**src/rtl/tinv_bus_arbiter.sv**
```systemverilog
// tinv_bus_arbiter: round-robin owner selection for a shared tri-state bus with break-before-make dead time.
module tinv_bus_arbiter #(
  parameter int NREQ     = 4,
  parameter int DEAD_CYC = 1,
  parameter int MAX_HOLD = 16
) (
  input  logic                    CLK,
  input  logic                    RN,
  input  logic [NREQ-1:0]         REQ,
  output logic [NREQ-1:0]         EN,
  output logic [NREQ-1:0]         EN_BAR,
  output logic [$clog2(NREQ)-1:0] OWNER,
  output logic                    BUSY,
  output logic                    GUARD
);
  localparam int OW = $clog2(NREQ);
  localparam int HW = MAX_HOLD > 0 ? $clog2(MAX_HOLD + 1) : 1;
  localparam int DW = $clog2(DEAD_CYC + 1);
  localparam logic [HW-1:0] HOLD_LAST = HW'(MAX_HOLD > 0 ? MAX_HOLD - 1 : 0);
  typedef enum logic [1:0] {IDLE, GRANT, DEAD} state_t;
  state_t state, state_nxt;
  logic [OW-1:0] ptr, ptr_nxt, owner_nxt, win, owner_inc;
  logic [HW-1:0] hold_cnt, hold_nxt;
  logic [DW-1:0] dead_cnt, dead_nxt;
  logic [NREQ-1:0] en_nxt;
  logic hit, release_now;
  int j;
  always_comb begin
    hit = 1'b0;
    win = '0;
    j = 0;
    for (int i = 0; i < NREQ; i++) begin
      j = int'(ptr) + i;
      if (j >= NREQ) j = j - NREQ;
      if (!hit && REQ[OW'(j)]) begin
        hit = 1'b1;
        win = OW'(j);
      end
    end
  end
  assign owner_inc = OWNER == OW'(NREQ - 1) ? '0 : OWNER + 1'b1;
  assign release_now = !REQ[OWNER] || (MAX_HOLD != 0 && hold_cnt == HOLD_LAST);
  always_comb begin
    state_nxt = state;
    ptr_nxt = ptr;
    owner_nxt = OWNER;
    hold_nxt = hold_cnt;
    dead_nxt = dead_cnt;
    en_nxt = EN;
    if (state == IDLE || (state == DEAD && dead_cnt == '0)) begin
      state_nxt = hit ? GRANT : IDLE;
      owner_nxt = hit ? win : OWNER;
      en_nxt = hit ? NREQ'(1) << win : '0;
      hold_nxt = '0;
    end else if (state == DEAD) begin
      dead_nxt = dead_cnt - 1'b1;
    end else if (release_now) begin
      // the pointer moves past the releasing owner so a preempted requester queues behind the rest
      state_nxt = DEAD;
      en_nxt = '0;
      dead_nxt = DW'(DEAD_CYC - 1);
      ptr_nxt = owner_inc;
    end else begin
      hold_nxt = &hold_cnt ? hold_cnt : hold_cnt + 1'b1;
    end
  end
  // EN and EN_BAR are separate flops so both tinv inputs switch cleanly on the same edge
  always_ff @(posedge CLK or negedge RN) begin
    if (!RN) begin
      state <= IDLE;
      ptr <= '0;
      OWNER <= '0;
      hold_cnt <= '0;
      dead_cnt <= '0;
      EN <= '0;
      EN_BAR <= '1;
      BUSY <= 1'b0;
      GUARD <= 1'b0;
    end else begin
      state <= state_nxt;
      ptr <= ptr_nxt;
      OWNER <= owner_nxt;
      hold_cnt <= hold_nxt;
      dead_cnt <= dead_nxt;
      EN <= en_nxt;
      EN_BAR <= ~en_nxt;
      BUSY <= state_nxt == GRANT;
      GUARD <= state_nxt == DEAD;
    end
  end
endmodule

```
**config.mk**
```make
export PLATFORM = sky130hd
export DESIGN_NAME = tinv_bus_arbiter
export DESIGN_NICKNAME = d
export VERILOG_FILES = /design/src/rtl/tinv_bus_arbiter.sv
export SDC_FILE = /design/constraint.sdc
export NUM_CORES = 1
export LEC_CHECK = 0
export ABC_CLOCK_PERIOD_IN_PS = 3200
export BUFFER_PORTS_ARGS = -buffer_cell sky130_fd_sc_hd__buf_2
export CORE_UTILIZATION = 25
export CTS_BUF_LIST = sky130_fd_sc_hd__clkbuf_8
export CTS_CLUSTER_DIAMETER = 150
export DETAILED_ROUTE_END_ITERATION = 10
export PLACE_DENSITY = 0.49
export SYNTH_ARGS = -nofsm -noshare
export SYNTH_HDL_FRONTEND = slang
export SYNTH_SLANG_ARGS = --single-unit
```
**constraint.sdc**
```tcl
create_clock -name CLK -period 3.2 [get_ports CLK]
set_input_delay 0.48 -clock CLK [delete_from_list [all_inputs] [get_ports CLK]]
set_output_delay 0.48 -clock CLK [all_outputs]
set_load 0.02 [all_outputs]
```
==> metrics.txt <==
internal power component ~0.78 mW; H-Tree Depth 1; Crit Path Class reg -> reg; Syn Area/Cell around 11 um^2; post-synthesis simple-gate area fraction about a tenth; vias in the first global route 836; Area Growth Syn to Fin 19.3%; core area around 0.0041 mm^2; root buf cell clkbuf_8; crit path cell chain ha_1 -> and3_1 -> ha_1 -> nor2b_1 -> a22oi_4 -> a21oi_1 -> a22o_1; Min Hold Slack between 0.15 and 0.2 ns; Max-Cap Viols 0; WL final 2.17 mm; Pins Over Slew Limit 0; Nets ~130; Post-CTS Setup Inserts 0; first-pass GRT wire length ~3.8 mm; Leak between 0.5 and 0.6 nW; DRT iter0 DRCs 50; CP startpoint kind flop; routed len/inst ~13 um; setup_tns 0 ns; diode count 0; Gate power share roughly 42%; total grt overflow 0; IO Count 18; remaining antenna violation count 0; Worst-Margin Slew 0.617 ns; Critical R2R Launch hold_cnt[0]; Syn Nets between 100 and 150; initial core utilization between 20% and 30%; PD cells ~1000 mW/mm^2; sequential share of power around 38%; Period Utilization, post-route 69.2%; RSZ-0062 raised after global routing no; PortBufs 17; largest family of logic cells by synthesized area compound AO/OA/AOI/OAI gates; Netlist Area Pre-Place between 0.001 and 0.0015 mm^2; Design Area, Final around 0.0013 mm^2; xor and xnor area share after synthesis 0%; library cells used by synthesis 31; Skew-Pair Late Insertion Delay 0.26 ns; Rel. slew slack approximately three fifths; row count 23; Sw Share 39.9%; CTS tree yes; clock sinks 22; Critical Path AT around 2.4 ns; CP max FO 13; # hold bufs at CTS 0; largest net degree at the start of global routing 23; peak supply drop between 0.3 and 0.4 mV; clock power share about a fifth; synthesis-stage register bit count 22; die footprint 0.00458 mm^2; CTS buffer count 3; 1st-pass router iterations 4; Vias per Instance about 4.9; routed via count 819; mux cell area share after synthesis ~3.8%; Placer Congestion around 0.72; CTS max path bufs 2; YS warnings 0; initial antenna violation count 0; CP dominant cell by count ha_1; drc violations 0; Die X 67.7 um; clk slew on worst S/H paths roughly 0.090 ns; Die Y between 60 and 70 um; crit path from hold_cnt[0]; skew final approximately 0.009 ns; Tmin final around 2.2 ns; adder-cell share of the synthesized area under 10%; post-synthesis compound-gate area fraction between 20% and 30%; Sw Pwr a little over 0.5 mW; Crit. End Element flop; All-Layer GR Usage between 10% and 20%; layout cells sized above 1 28.4%; endpoints failing hold 0; synthesized instance count 96; CP max stage cell a21oi_1; fin util a little under a third; outcome complete, no violations; WP data required about 3.4 ns; Resized Gates After CTS 0; CP max stage delay about 0.52 ns; DP Area between 0.001 and 0.0015 mm^2; register area share after synthesis just over 50%; Highest Clock Rate roughly 450 MHz; # setup viols final 0; class of the worst hold path in -> async; Post-DP HPWL 1.62 mm
cells by family (layout without fill, tap and decap cells):
logic type | after synthesis | count (layout)
and+or+nand+nor | 21 | 21
DFF | 22 | 22
AOI/OAI and AO/OA | 39 | 39
adders and majority gates | 4 | 4
buffers and inverters | 7 | 27
muxes | 3 | 3
cell usage after synthesis:
cell,instances,area [um^2]
nand2_1,7,26.3
inv_2,1,3.75
o21ai_0,7,35.0
dfrtp_1,18,450
o41ai_2,1,16.3
a221oi_1,1,8.76
a2111oi_1,1,10.0
a22o_1,5,43.8
a21oi_2,1,8.76
ha_1,4,50.1
or3_1,2,12.5
nand3_1,1,5.00
nor2b_1,3,18.8
o211ai_1,1,7.51
o31ai_1,4,30.0
dfstp_2,4,105
o21ba_2,1,10.0
mux2_4,2,30.0
buf_6,1,11.3
mux2_2,1,11.3
or4_1,2,15.0
inv_1,5,18.8
o21bai_1,1,7.51
nor2_1,4,15.0
a22oi_4,1,21.3
a21oi_1,7,35.0
a22oi_1,4,30.0
and3_1,1,6.26
o21a_1,2,15.0
nor3_1,1,5.00
a21o_1,2,15.0
layout by cell type, fill, tap and decap left out, drive strengths merged, types with 3 or more instances in the layout:
cell	n
dfrtp	18
buf	17
a21oi	8
o21ai	7
nand2	7
inv	6
a22o	5
a22oi	5
dfstp	4
nor2	4
o31ai	4
ha	4
nor2b	3
clkbuf	3
mux2	3
registers in the layout, indices dropped and copies added (netlist names):
| name | count |
|---|---|
| BUSY | 1 |
| EN | 4 |
| EN_BAR | 4 |
| GUARD | 1 |
| OWNER | 2 |
| dead_cnt | 1 |
| hold_cnt | 5 |
| ptr | 2 |
| state | 2 |
path summary, 6_finish.rpt:
check | cells past startpoint | to | slack [ns]
min in group CLK | 1 | EN_BAR[1] | 0.46
max in group asynchronous | 1 | EN_BAR[3] | 2.68
max | 7 | EN[1] | 0.98
min | 1 | OWNER[1] | 0.17
min reg2reg | 1 | EN_BAR[1] | 0.46
max reg2reg | 7 | EN[1] | 0.98
worst max-delay path, delay by kind of cell (launching register included):
| family | cells | cell delay, ns |
|---|---|---|
| flops | 1 | 0.40 |
| fa+ha+maj | 2 | 0.40 |
| compound gates | 3 | 0.93 |
| simple gates | 2 | 0.42 |
layer usage:
layer	wire length [um]	GRT usage, %	vias up
met5	0	0	-
met4	13	3.19	0
met3	122	4.56	2
met2	1030	18.3	18
met1	999	14.2	392
li1	-	-	407
area by class of cell:
cell class | count | area, um^2
Clock buffer | 3 | 41.3
Multi-Input combinational cell | 67 | 489
Fill cell | 418 | 2770
Sequential cell | 22 | 556
Timing Repair Buffer | 17 | 85.1
Tap cell | 50 | 62.6
Inverter | 6 | 22.5
Clock inverter | 1 | 30.0
per-stage QoR:
stage | power (mW) | instances | setup slack (ns)
floorplan | 0.892 | 96 | 1.21
global placement | 1.04 | 162 | 1.06
detailed placement | 1.05 | 162 | 0.990
CTS | 1.31 | 166 | 0.973
global route | 1.40 | 166 | 0.763
finish | 1.29 | 166 | 0.984
power groups by stage:
stage,sequential (mW),clock [mW],combinational (mW)
floorplan,0.564,0,0.327
global route,0.503,0.280,0.621
detailed placement,0.490,0,0.556
finish,0.484,0.259,0.548
CTS,0.485,0.267,0.556
global placement,0.488,0,0.547
Power figures use the tool's default switching activity.
